--- src/rtl/writeback_buffer.sv ---
// rtl/writeback_buffer.sv - dual-producer writeback FIFO draining into the register unit
// Optional WB_FORWARD_EN adds youngest-match data forwarding on SR1_FWD/SR2_FWD.
module writeback_buffer #(
  parameter int DEPTH = 4,
  parameter int CW    = $clog2(DEPTH) + 1
) (
  input  logic          Clk,
  input  logic          Reset_n,
  input  logic          alu_valid,
  output logic          alu_ready,
  input  logic [2:0]    alu_dr,
  input  logic [15:0]   alu_data,
  input  logic          mem_valid,
  output logic          mem_ready,
  input  logic [2:0]    mem_dr,
  input  logic [15:0]   mem_data,
  input  logic          wb_stall,
  output logic [15:0]   wb_bus,
  output logic [2:0]    wb_dr,
  output logic          LD_REG,
  input  logic [2:0]    SR1_IDX,
  input  logic [2:0]    SR2_IDX,
  output logic          SR1_PEND,
  output logic          SR2_PEND,
  output logic [15:0]   SR1_FWD,
  output logic [15:0]   SR2_FWD,
  output logic [CW-1:0] count
);

  localparam int PW = $clog2(DEPTH);

  logic [2:0]    dr_q   [DEPTH];
  logic [2:0]    dr_d   [DEPTH];
  logic [15:0]   data_q [DEPTH];
  logic [15:0]   data_d [DEPTH];
  logic [PW-1:0] head_q, head_d, tail_q, tail_d;
  logic [CW-1:0] count_q, count_d, free;
  logic          alu_acc, mem_acc, pop;
  logic [PW-1:0] scan_idx;

  // Readiness ignores a same-cycle pop so it never depends on wb_stall.
  assign free      = CW'(DEPTH) - count_q;
  assign alu_ready = (free != '0);
  assign mem_ready = (free >= CW'(2)) || ((free != '0) && !alu_valid);
  assign alu_acc   = alu_valid && alu_ready;
  assign mem_acc   = mem_valid && mem_ready;

  assign LD_REG = (count_q != '0) && !wb_stall;
  assign pop    = LD_REG;
  assign wb_bus = (count_q != '0) ? data_q[head_q] : '0;
  assign wb_dr  = (count_q != '0) ? dr_q[head_q] : '0;
  assign count  = count_q;

  always_comb begin
    dr_d   = dr_q;
    data_d = data_q;
    head_d = head_q;
    tail_d = tail_q + PW'(alu_acc) + PW'(mem_acc);
    if (alu_acc) begin
      dr_d[tail_q]   = alu_dr;
      data_d[tail_q] = alu_data;
    end
    // The ALU entry is older, so memory lands one slot behind it.
    if (mem_acc) begin
      dr_d[tail_q + PW'(alu_acc)]   = mem_dr;
      data_d[tail_q + PW'(alu_acc)] = mem_data;
    end
    if (pop) head_d = head_q + PW'(1);
    count_d = count_q + CW'(alu_acc) + CW'(mem_acc) - CW'(pop);
  end

  // Scan oldest to youngest so the last match seen is the youngest.
  always_comb begin
    SR1_PEND = 1'b0;
    SR2_PEND = 1'b0;
    SR1_FWD  = '0;
    SR2_FWD  = '0;
    scan_idx = '0;
    for (int k = 0; k < DEPTH; k++) begin
      scan_idx = head_q + PW'(k);
      if (CW'(k) < count_q) begin
        if (dr_q[scan_idx] == SR1_IDX) begin
          SR1_PEND = 1'b1;
`ifdef WB_FORWARD_EN
          SR1_FWD  = data_q[scan_idx];
`endif
        end
        if (dr_q[scan_idx] == SR2_IDX) begin
          SR2_PEND = 1'b1;
`ifdef WB_FORWARD_EN
          SR2_FWD  = data_q[scan_idx];
`endif
        end
      end
    end
  end

  always_ff @(posedge Clk or negedge Reset_n) begin
    if (!Reset_n) begin
      head_q  <= '0;
      tail_q  <= '0;
      count_q <= '0;
    end else begin
      head_q  <= head_d;
      tail_q  <= tail_d;
      count_q <= count_d;
    end
  end

  // Payload storage needs no reset; count gates every read of it.
  always_ff @(posedge Clk) begin
    dr_q   <= dr_d;
    data_q <= data_d;
  end

endmodule
--- config.mk ---
export PLATFORM = sky130hd
export DESIGN_NAME = writeback_buffer
export DESIGN_NICKNAME = d
export VERILOG_FILES = /design/src/rtl/writeback_buffer.sv
export SDC_FILE = /design/constraint.sdc
export NUM_CORES = 1
export LEC_CHECK = 0
export CAP_MARGIN = 20
export CORE_MARGIN = 10
export CORE_UTILIZATION = 50
export DETAILED_ROUTE_END_ITERATION = 10
export GPL_ROUTABILITY_DRIVEN = 0
export PLACE_DENSITY_LB_ADDON = 0.25
export REMOVE_ABC_BUFFERS = 1
export SYNTH_ARGS = -nofsm -noshare
export SYNTH_HDL_FRONTEND = slang
export SYNTH_SLANG_ARGS = --single-unit
--- constraint.sdc ---
create_clock -name Clk -period 2.9 [get_ports Clk]
set_clock_uncertainty 0.05 [all_clocks]
set_input_delay 0.58 -clock Clk [delete_from_list [all_inputs] [get_ports Clk]]
set_output_delay 0.58 -clock Clk [all_outputs]
set_load 0.02 [all_outputs]
# Yosys cells after proc, flatten, opt, wreduce, memory -nomap -nowiden
# Cells that the tools add are included.
# op_classes
add_sub_neg	9
order_cmp	13
eq_ne	8
muxes	49
bitwise_logic	6
reduce_logical	11
# ops
cell	count
$bwmux W64	2
$mux W64	2
$mux W16	5
$demux W16 S2	2
$mux W3	11
$bmux W16 S2	1
$bmux W3 S2	4
$bwmux W12	2
$eq A3 B3 Y1	8
$mux W12	2
$ge A3 B3 Y1 const B	6
$not A2 Y3	6
$mux W1	16
$demux W3 S2	2
$add A3 B1 Y3	2
$logic_and A1 B1 Y1	6
$lt A1 B3 Y1 const A	2
$lt A2 B3 Y1 const A	2
$lt A3 B1 Y1 const B	2
$reduce_bool A3 Y1	2
$add A2 B1 Y2	2
$add A2 B2 Y2 const B	2
$ge A3 B2 Y1 const B	1
$sub A3 B1 Y3	1
other kinds (4)	5
# word_totals
ff_bits	83
output_inout_bits	59

# Logic depth before layout (Yosys ltp)
# logic_depth
ltp_word	13
depth_mapped	11
depth_no_buf	11

# Least setup slack after synthesis
# No wires, ideal clock.
# synth_timing
path_kind	register -> register
startpoint	register count_q[1], in the netlist count[1]
endpoint	register count_q[2], in the netlist count[2]
setup_time_ns	0.123
arrival_ns	2.952
t_required_ns	2.727
setup_slack_ns	-0.225
stages_incl_launch_ff	12
n_path_buf	1
period_less_slack_ns	3.125
path_cell_list	dfrtp_1 inv_1 ha_1 ha_1 clkbuf_1 nor2_1 ha_1 xor2_1 ha_1 o21bai_1 fa_1 xnor2_1
# synth_between
elab_cells_between_ends	12
# synth_rtl
item	line_no	text
start: declaration	37	logic [CW-1:0] count_q, count_d, free;
start signal: assignment	106	count_q <= count_d;
$reduce_bool A3 Y1	48	assign LD_REG = (count_q != '0) && !wb_stall;
$logic_and A1 B1 Y1	48	
via LD_REG	20	output logic LD_REG,
$sub A3 B1 Y3	69	count_d = count_q + CW'(alu_acc) + CW'(mem_acc) - CW'(pop);
via count_d[2]	37	
# The timed path passes the listed nets, and every way through them passes these cells.
# A chain may end at the register's enable or synchronous reset.

# Worst setup path after layout
# layout_timing
startpoint	register head_q[0]
endpoint	output port SR1_PEND
# layout_between
elab_chain_len	13
elab_cells_between_ends	31
# layout_rtl
item	line_no	text
start: declaration	36	logic [PW-1:0] head_q, head_d, tail_q, tail_d;
start signal: assignment	100	head_q <= '0;
start signal: assignment	104	head_q <= head_d;
parallel branches: the longest is 12 deep, another holds $add A2 B1 Y2	--	
$mux W1 (*)	81	if (CW'(k) < count_q) begin
end: declaration	23	output logic SR1_PEND,
# Mark *: on every way between the ends. The select of a mux whose other input is x is not followed.

==> parameters.txt <==
Parameter                              Value

Worst setup path
  Critical Path Sink ... SR1_PEND
  Setup CP Type ... flop to output port
  Maximum fanout along the worst path ... 4
  Number of cells on the worst reg-to-reg path ... 11
  CP Data Required Time ... 2.27 ns
  Start of the worst register-to-register path ... count[1]$_DFF_PN0_
  Startpoint type of the worst setup path ... flop
  Sort of element at the end of the critical path ... output port
  Worst setup path start ... head_q[0]$_DFFE_PN0P_
  Arrival time worst endpoint ... 2.24 ns
  Terminus of the critical flop-to-flop path ... count[2]$_DFF_PN0_
  Flop2flop setup slack ... ~0.19 ns

Die
  Vertical die dimension ... roughly 120 um
  Die X-Extent ... between 100 and 150 um
  Number of placement rows ... 36
  Initial Util ... 0.509
  Num ports ... about 110
  Placeable core region ... slightly below 10,000 um^2
  Die ar. ... 14,300 um^2

GRT
  Wire length of the first global-routing pass ... roughly 20 mm
  Largest net degree at the start of global routing ... 39
  Antenna violations before repair ... 0
  Vias in the first global route ... a little over 4,000
  Global-route total usage across every layer ... 0.171
  Overflow left after global routing ... 0

Detailed routing
  Final routed wirelength across all metal layers ... between 10 and 15 mm
  DRC Markers ... 0
  1st-iter DRT viols ... between 200 and 250
  Antenna viol nets, final ... 0
  Initial DRT Pass Iterations ... 5
  Routed len/inst ... 16.9 um
  Drt via density ... 5.24
  DR vias ... around 3,800

Synthesis
  Number of enable-type register cells in the synthesized netlist ... 0
  Gate count after technology mapping ... between 500 and 600
  Seq cells post-synth ... between 80 and 90
  Share of the yosys chip area belonging to registers ... 0.343
  Avg Synthesized Cell Area ... between 9 and 10 um^2
  Most frequently used flop master after synthesis ... dfxtp_1
  Share of flip-flops with an asynchronous set or reset after synthesis ... 0.0843
  Post-synthesis instance area ... a little under 5000 um^2
  Yosys warns ... 0
  Number of distinct library cells after synthesis ... 31

STA
  Total setup violations reported at the end of the flow ... 0
  Number of endpoints with negative hold slack in the final report ... 0
  Unrepaired setup endpoints after global routing ... yes
  Fmax ... ~0.35 GHz
  Max-slew violation count ... 0
  Summed negative setup slack over all endpoints ... 0 ns
  Final clock period utilization by the worst path ... 0.988
  Minimum clock period ... roughly 2.9 ns

Layout
  Ratio of cells with drive above 1 in the final layout ... 0.153
  Area of the multi-input gates ... 3000 um^2
  Post-route cell area ... between 6000 and 7000 um^2
  Growth of design area from synthesis to finish ... 24.0%
  Area of all sequential standard cells ... between 1500 and 2000 um^2
  Number of nets at the end of the flow ... between 600 and 700
  # fillers ... about 850
  Leading cell types in the layout, fill and taps excluded ... mux2i_1 (76), dfxtp_1 (76), clkdlybuf4s50_1 (52)

Clocking
  Clock H-tree levels ... 3
  TritonCTS clock tree ... built
  Bufs on Longest Clock Path ... 2
  Root Buffer Master ... clkbuf_8
  CTS sink count ... 83
  Clock-pin slew reported for the worst setup and hold paths after clock tree synthesis ... 0.08 ns
  CTS Buf Count ... 9
  Worst-Skew Late Latency ... 0.35 ns

Power and ir drop
  Worst-case vdd ir drop ... slightly below 0.7 mV
  Ratio of total power to cell area ... 1310 nW/um^2
  P_leak ... about 2.5 nW

Placed design
  DP HPWL ... about 8.8 mm
  Count of input and output buffers ... 75
  Area after detailed placement ... ~6000 um^2

Hold path
  Path type of the worst min-delay path ... primary input to async pin

Flow run
  Number of max-cap violations ... 0

Outcome
  Run status ... finished, final reports clean
==> timing repair <==
item	in CTS	in global routing
endpoints found under the setup margin	22	5
hold endpoints to repair	0	0
pin swaps	0	2
hold buffers	0	0
buffers inserted	1	0
gates resized for setup	32	7
==> layout make-up <==
class,count,share of cell area
clock inverters,5,0.00509
multi-input cells,380,0.488
well taps,133,0.0271
clock buffers,10,0.0208
diodes,1,0.000407
inverters,7,0.00428
flip-flops and latches,83,0.276
repair buffers,111,0.178
==> critical path, stage by stage, from the launching register on <==
cell     delay, ns
dfrtp_2       0.43
mux4_2        0.55
xor2_1        0.18
or4_1         0.50
nand4_1       0.10
buf_6         0.13
==> power by group <==
part	leakage, nW	switching (mW)	internal [mW]	total (mW)
Clock	0.0819	0.406	0.303	0.709
Sequential	0.721	0.376	1.79	2.17
Combinational	1.68	2.61	2.57	5.19
Total	2.48	3.40	4.67	8.06
==> registers in the layout, summed over array words and instances (netlist names) <==
| name | count |
|---|---|
| dr_q | 12 |
| head_q | 2 |
| tail_q | 2 |
| count | 3 |
| data_q | 64 |
==> metal layers <==
layer	part of all wire	wire [um]	track usage
met1	0.42	5180	0.199
met2	0.51	6280	0.301
met3	0.057	698	0.0352
met4	0.013	165	0.0664
met5	0	0	0
==> cells in the mapped netlist (all sizes together) (6+ instances only) <==
| cell type | n | area [um^2] |
|---|---|---|
| xor2 | 9 | 78.8 |
| dfxtp | 76 | 1520 |
| o21ai | 38 | 190 |
| dfrtp | 7 | 175 |
| nand4 | 8 | 50.1 |
| xnor2 | 23 | 201 |
| mux2i | 76 | 761 |
| clkbuf | 6 | 22.5 |
| nand2 | 42 | 158 |
| inv | 7 | 26.3 |
| nor2b | 20 | 125 |
| mux4 | 28 | 634 |
| nor2 | 40 | 150 |
| buf | 58 | 405 |
| a21oi | 39 | 195 |
| ha | 9 | 113 |
==> stage by stage <==
step	setup WS (ns)	instances	power, mW	util	hold slack [ns]
after global placement	-0.121	713	7.41	0.614	0.453
final	0.0350	730	8.06	0.631	0.448
after floorplan	-1.10	470	5.57	-	0.234
after CTS	-0.0220	729	8.08	0.629	0.457
after detailed placement	-0.158	713	7.58	0.614	0.462
after global routing	-0.0585	729	8.70	0.631	0.464
==> cell families (layout without fill, tap and decap cells) <==
group           after synthesis  count (layout)  synth area share
compound gates               82              82            0.0889
xor+xnor                     32              32            0.0566
fa+ha+maj                    10              10            0.0268
buf+inv                      71             133            0.0917
flops                        83              83             0.343
mux                         104             104             0.282
other cells                   1              33          0.000757
simple gates                120             120             0.111
==> worst min path at each step <==
stage	start	to	slack (ns)	depth (start not counted)
finish	Reset_n	count[1]$_DFF_PN0_	0.45	1
global route	Reset_n	count[1]$_DFF_PN0_	0.46	1
CTS	Reset_n	tail_q[0]$_DFF_PN0_	0.46	1
detailed placement	data_q[23]$_DFF_P_	data_q[23]$_DFF_P_	0.46	2
global placement	data_q[23]$_DFF_P_	data_q[23]$_DFF_P_	0.45	2
floorplan	Reset_n	count[0]$_DFF_PN0_	0.23	0
(Power assumes the default switching activity.)
